## src/rtl/mem_arbiter_rr.sv

```systemverilog
`default_nettype none
// ============================================================================
// mem_arbiter_rr : N-port cache-to-adapter arbiter, fixed-priority or
//                  round-robin, with a latched command toward memory.
// Revision       : 1.0 - initial release
// ============================================================================
module mem_arbiter_rr #(
  parameter int NUM_PORTS  = 2,
  parameter int LINE_W     = 256,
  parameter int ADDR_W     = 32,
  parameter int FIXED_PRIO = 0
) (
  input  logic                          clk,
  input  logic                          rst,
  input  logic [NUM_PORTS-1:0]          req_read,
  input  logic [NUM_PORTS-1:0]          req_write,
  input  logic [NUM_PORTS*ADDR_W-1:0]   req_addr,
  input  logic [NUM_PORTS*LINE_W-1:0]   req_wdata,
  output logic [NUM_PORTS-1:0]          req_resp,
  output logic [LINE_W-1:0]             req_rdata,
  output logic                          mem_read,
  output logic                          mem_write,
  output logic [ADDR_W-1:0]             mem_addr,
  output logic [LINE_W-1:0]             mem_wdata,
  input  logic                          mem_resp,
  input  logic [LINE_W-1:0]             mem_rdata,
  output logic                          grant_valid,
  output logic [$clog2(NUM_PORTS)-1:0]  grant_id
);

  localparam int ID_W = $clog2(NUM_PORTS);

  typedef enum logic [0:0] {
    S_IDLE = 1'b0,
    S_BUSY = 1'b1
  } state_t;

  state_t               r_state;
  logic                 r_mem_read;
  logic                 r_mem_write;
  logic                 r_grant_valid;
  logic [ADDR_W-1:0]    r_mem_addr;
  logic [LINE_W-1:0]    r_mem_wdata;
  logic [ID_W-1:0]      r_grant_id;
  logic [ID_W-1:0]      r_rr_ptr;

  logic [NUM_PORTS-1:0] w_active;
  logic [NUM_PORTS-1:0] w_rot;
  logic [ID_W-1:0]      w_win;
  logic [ID_W-1:0]      w_next_ptr;
  logic [ADDR_W-1:0]    w_addr  [NUM_PORTS];
  logic [LINE_W-1:0]    w_wdata [NUM_PORTS];

  assign w_active = req_read | req_write;

  for (genvar gi = 0; gi < NUM_PORTS; gi++) begin : g_unpack
    assign w_addr[gi]  = req_addr[gi*ADDR_W +: ADDR_W];
    assign w_wdata[gi] = req_wdata[gi*LINE_W +: LINE_W];
  end

  // Round-robin: rotate the active mask so bit 0 is rr_ptr, then take the
  // lowest set bit; fixed priority takes the highest active index.
  always_comb begin
    w_rot = NUM_PORTS'({w_active, w_active} >> r_rr_ptr);
    w_win = '0;
    if (FIXED_PRIO != 0) begin
      for (int i = 0; i < NUM_PORTS; i++)
        if (w_active[i]) w_win = ID_W'(i);
    end else begin
      for (int k = NUM_PORTS - 1; k >= 0; k--)
        if (w_rot[k]) w_win = ID_W'((int'(r_rr_ptr) + k) % NUM_PORTS);
    end
  end

  assign w_next_ptr = (r_grant_id == ID_W'(NUM_PORTS - 1)) ? '0 : r_grant_id + 1'b1;

  always_ff @(posedge clk) begin
    if (rst) begin
      r_state       <= S_IDLE;
      r_rr_ptr      <= '0;
      r_mem_read    <= 1'b0;
      r_mem_write   <= 1'b0;
      r_mem_addr    <= '0;
      r_mem_wdata   <= '0;
      r_grant_valid <= 1'b0;
      r_grant_id    <= '0;
    end else begin
      case (r_state)
        S_IDLE: begin
          if (|w_active) begin
            r_state       <= S_BUSY;
            r_grant_id    <= w_win;
            r_grant_valid <= 1'b1;
            r_mem_addr    <= w_addr[w_win];
            r_mem_wdata   <= w_wdata[w_win];
            r_mem_write   <= req_write[w_win];
            r_mem_read    <= req_read[w_win] & ~req_write[w_win];
          end
        end
        S_BUSY: begin
          // Address and write data stay latched after completion.
          if (mem_resp) begin
            r_state       <= S_IDLE;
            r_mem_read    <= 1'b0;
            r_mem_write   <= 1'b0;
            r_grant_valid <= 1'b0;
            r_rr_ptr      <= w_next_ptr;
          end
        end
        default: r_state <= S_IDLE;
      endcase
    end
  end

  always_comb begin
    req_resp = '0;
    if (r_state == S_BUSY && mem_resp) req_resp[r_grant_id] = 1'b1;
  end

  assign req_rdata   = mem_rdata;
  assign mem_read    = r_mem_read;
  assign mem_write   = r_mem_write;
  assign mem_addr    = r_mem_addr;
  assign mem_wdata   = r_mem_wdata;
  assign grant_valid = r_grant_valid;
  assign grant_id    = r_grant_id;

endmodule
`default_nettype wire

```

## config.mk

```make
export PLATFORM = sky130hd
export DESIGN_NAME = mem_arbiter_rr
export DESIGN_NICKNAME = d
export VERILOG_FILES = /design/src/rtl/mem_arbiter_rr.sv
export SDC_FILE = /design/constraint.sdc
export NUM_CORES = 1
export LEC_CHECK = 0
export CAP_MARGIN = 20
export CORE_AREA = 2 2 534 536
export DETAILED_ROUTE_END_ITERATION = 6
export DIE_AREA = 0 0 536 538
export HOLD_SLACK_MARGIN = 0.03
export PLACE_DENSITY_LB_ADDON = 0.05
export SYNTH_ARGS = -nofsm -noshare
export SYNTH_HDL_FRONTEND = slang
export SYNTH_SLANG_ARGS = --single-unit
```

## constraint.sdc

```tcl
create_clock -name clk -period 3 [get_ports clk]
set_input_delay 0.6 -clock clk [delete_from_list [all_inputs] [get_ports clk]]
set_output_delay 0.6 -clock clk [all_outputs]
set_load 0.02 [all_outputs]
```

==> summary by stage <==
STA
Summed over all failing endpoints, the final setup total negative slack is 0 ps. The final hold violation count is 0. The max-slew violation count came to 0. The setup-violating endpoint count in the final report is 0. Setup repair after global routing left no endpoint under its margin. For the final database, setup skew stands at 39.3 ps. The final critical-path share of the clock period is 84.3%.

The relative slew slack is between 40% and 50%. The top achievable clock speed is 396 MHz. The minimum clock period after layout is 2530 ps. The transition time of the tightest slew-check pin is 861 ps.

Synth
The most frequently used cell type in the post-synthesis netlist is sky130_fd_sc_hd__nand2_1. Synthesis instantiated 29 different standard cells from the library. The primary flip-flop cell chosen by synthesis mapping is sky130_fd_sc_hd__dfxtp_1. In this run, synthesis inferred 0 flip-flops with an integrated enable.

The mean instance size in the synthesized netlist is 9.04 um^2. Yosys attributes the largest share of cell area to sky130_fd_sc_hd__dfxtp_1, sky130_fd_sc_hd__a211oi_2, sky130_fd_sc_hd__buf_4. The area fraction of the dominant cell type after synthesis is 34.4%. The synthesized design spends more area on one cell type than any other, namely sky130_fd_sc_hd__dfxtp_1. The proportion of synthesized chip area in sequential cells is 34.4%. Counting every net in the synthesized netlist gives 2734. The mapped netlist covers 17100 um^2. In this run, synthesis produced a sequential element count of ~290. The synthesized instance count is approximately 1900. Yosys printed 0 warnings. By count the netlist is led by sky130_fd_sc_hd__nand2_1, sky130_fd_sc_hd__dfxtp_1, sky130_fd_sc_hd__nor2_1. The proportion of register bits with asynchronous set or reset after synthesis is 0%.

CTS
The clock transition at the register clock pins on the worst setup and hold paths after CTS is 60 ps. In this run the post-CTS setup repair buffer count came out at 0. The TritonCTS clock tree is done.

At the later pin of the worst-skew pair, clock insertion delay measures 690 ps. The clock sink count is just under 300. The clock root buffer is sky130_fd_sc_hd__clkbuf_16.

The number of clock buffers inserted by TritonCTS is between 50 and 60. The number of gates resized after cts is 0. The number of H-tree branching levels is 2. The clock tree buffer depth is 3.

The number of hold buffers added after CTS was 0.

Worst setup path
The sort of element at the end of the critical path is an output port. The classification of the worst setup path is reg2out. The reg-to-reg setup timing slack is 1150 ps.

Of all nets on the critical path, the largest fanout is 5. The cell type group with the largest total delay on the critical path is buffers and inverters. The biggest cell delay along the critical path is 770 ps. The critical path goes through clkdlybuf4s50_1.

For the worst flop-to-flop path, the logic depth is 7. On the critical path, the stage with the largest delay is an instance of sky130_fd_sc_hd__clkdlybuf4s50_1. The worst setup path is launched from a register. The worst register-to-register path begins at r_rr_ptr$_SDFFE_PP0N_.

The data required time at the worst endpoint is 2400 ps. The combined buffer and inverter count along the critical path is 1. STA puts the critical path data arrival time at 1930 ps.

The endpoint of the lowest-slack register-to-register path is mem_wdata[141]$_SDFFE_PP0P_.

Die
The floorplan step set the die width to 536 um. For this configuration, the core starts out at a cell density of 6.05%. The boundary pin count is 1389. The die covers 288000 um^2.

In this run the vertical extent of the chip is 538 um. The core region area is ~280000 um^2. The floorplan has between 150 and 200 rows.

Finish
The final-stage net count is 3347. The share of cells above drive strength 1 is 26.2%. Relative to the synthesized area, the layout overhead comes to 78.2%.

Run status
The run finished with clean final reports.

Drt
The detail-routed net length per standard cell is 20.2 um. Before antenna repair, the detailed router went through 4 iterations. The detail-routed via count per cell is 2.59. The starting DRC count in detailed routing is 532. The via count of the routed design is 16400. The number of nets still failing antenna checks after routing is 0.

In the routed design, unresolved DRC markers number 0. After detailed routing, the total wire length is ~130000 um.

Worst hold path
The origin of the worst min-delay path is rst. The end point of the worst hold path is mem_wdata[228]$_SDFFE_PP0P_. The path class of the tightest hold or removal check is in2reg.

The worst hold path depth is 2.

Global route
The first-pass GRT wire length is about 170000 um. The via count of the first global-routing pass came to 18200. Global routing finished with a remaining overflow of 0. The total global-route track usage is 8.52%. The pin count of the biggest net entering global routing is 75. The number of antenna violations at the first check in global routing is 103.

Power and ir drop
For this design the ratio of total power to cell area is between 500 and 600 nW/um^2. The overall power is approximately 0.016 W. The leakage dissipation is 10.0 nW. VDD sags by at most around 0.00045 V.

Run
The number of maximum-capacitance violations is 0.

Placement
During placement, the flow inserted port buffers numbering about 880. Routability-driven placement finished with a final weighted congestion of 0.710. After legalization and detailed placement, the total HPWL measured 100000 um.
metrics by stage:
step	std cells	instance area [um^2]	hold slack, ps	setup WS [ps]	util [%]
after floorplan	1895	17100	469	1120	-
after global placement	6215	28800	476	263	10.2
after detailed placement	6215	28800	458	248	10.2
after CTS	6309	30400	323	242	10.7
after global routing	6315	30500	378	312	10.8
final	6341	30500	405	472	10.8
power by group:
part	switching (W)	internal, W	leakage (nW)
Clock	0.00274	0.00363	0.822
Combinational	0.00254	0.00219	6.73
Sequential	0.000256	0.00431	2.45
cells by family after synthesis:
family                 share of synthesized area, %
AO/OA/AOI/OAI                                  34.1
buffers and inverters                          18.2
flip-flops                                     34.4
AND/OR/NAND/NOR                                13.3
sequential cells by signal (all words and copies together), names as in the netlist:
name         cells
r_state          1
mem_write        1
r_rr_ptr         1
grant_valid      1
mem_wdata      256
mem_read         1
grant_id         1
mem_addr        32
cells in the final DEF (no fill, tap or decap), types with 2 or more instances in the layout:
cell type / synthesis / layout
sky130_fd_sc_hd__dfxtp_1: 294 / 294
sky130_fd_sc_hd__nor2_1: 289 / 289
sky130_fd_sc_hd__nand2_1: 295 / 295
sky130_fd_sc_hd__o21ai_0: 3 / 3
sky130_fd_sc_hd__clkbuf_16: 0 / 53
sky130_fd_sc_hd__nor2b_1: 2 / 2
sky130_fd_sc_hd__a21oi_1: 82 / 82
sky130_fd_sc_hd__clkbuf_8: 0 / 8
sky130_fd_sc_hd__clkbuf_1: 90 / 20
sky130_fd_sc_hd__a21oi_2: 210 / 210
sky130_fd_sc_hd__clkinv_2: 0 / 8
sky130_fd_sc_hd__buf_12: 23 / 41
sky130_fd_sc_hd__buf_4: 275 / 59
sky130_fd_sc_hd__diode_2: 0 / 32
sky130_fd_sc_hd__a211oi_1: 11 / 11
sky130_fd_sc_hd__bufinv_16: 0 / 2
sky130_fd_sc_hd__a211oi_2: 277 / 277
sky130_fd_sc_hd__clkdlybuf4s50_1: 0 / 873
how the worst max path moves through the flow:
| stage | startpoint | depth (start not counted) | slack, ps | end |
|---|---|---|---|---|
| 2_1_floorplan | req_read[1] | 7 | 1120 | mem_wdata[220]$_SDFFE_PP0P_ |
| 3_3_place_gp | req_read[0] | 8 | 260 | mem_wdata[65]$_SDFFE_PP0P_ |
| 3_5_place_dp | req_write[1] | 7 | 250 | mem_wdata[192]$_SDFFE_PP0P_ |
| 4_1_cts | grant_id$_SDFFE_PP0P_ | 1 | 240 | grant_id |
| 5_1_grt | grant_id$_SDFFE_PP0P_ | 1 | 310 | grant_id |
| 6_report | grant_id$_SDFFE_PP0P_ | 1 | 470 | grant_id |
layer usage:
| metal | vias up | global-route usage, % | share of wire [%] | wire length, um |
|---|---|---|---|---|
| met5 | - | 0 | 0.56 | 722 |
| met4 | 112 | 3.50 | 3.9 | 4970 |
| met3 | 327 | 5.09 | 13 | 16300 |
| met2 | 785 | 13.9 | 46 | 58500 |
| met1 | 7710 | 8.85 | 37 | 47700 |
| li1 | 7506 | - | - | - |
final cells by class:
type	count	area [um^2]
Fill cell	32600	253000
Timing Repair Buffer	974	10000
Multi-Input combinational cell	1184	8150
Sequential cell	294	5890
Tap cell	3762	4710
Clock buffer	81	1510
Clock inverter	13	166
Antenna cell	32	80.1
Inverter	1	3.75
No activity file was read; power rests on OpenSTA's default activity.
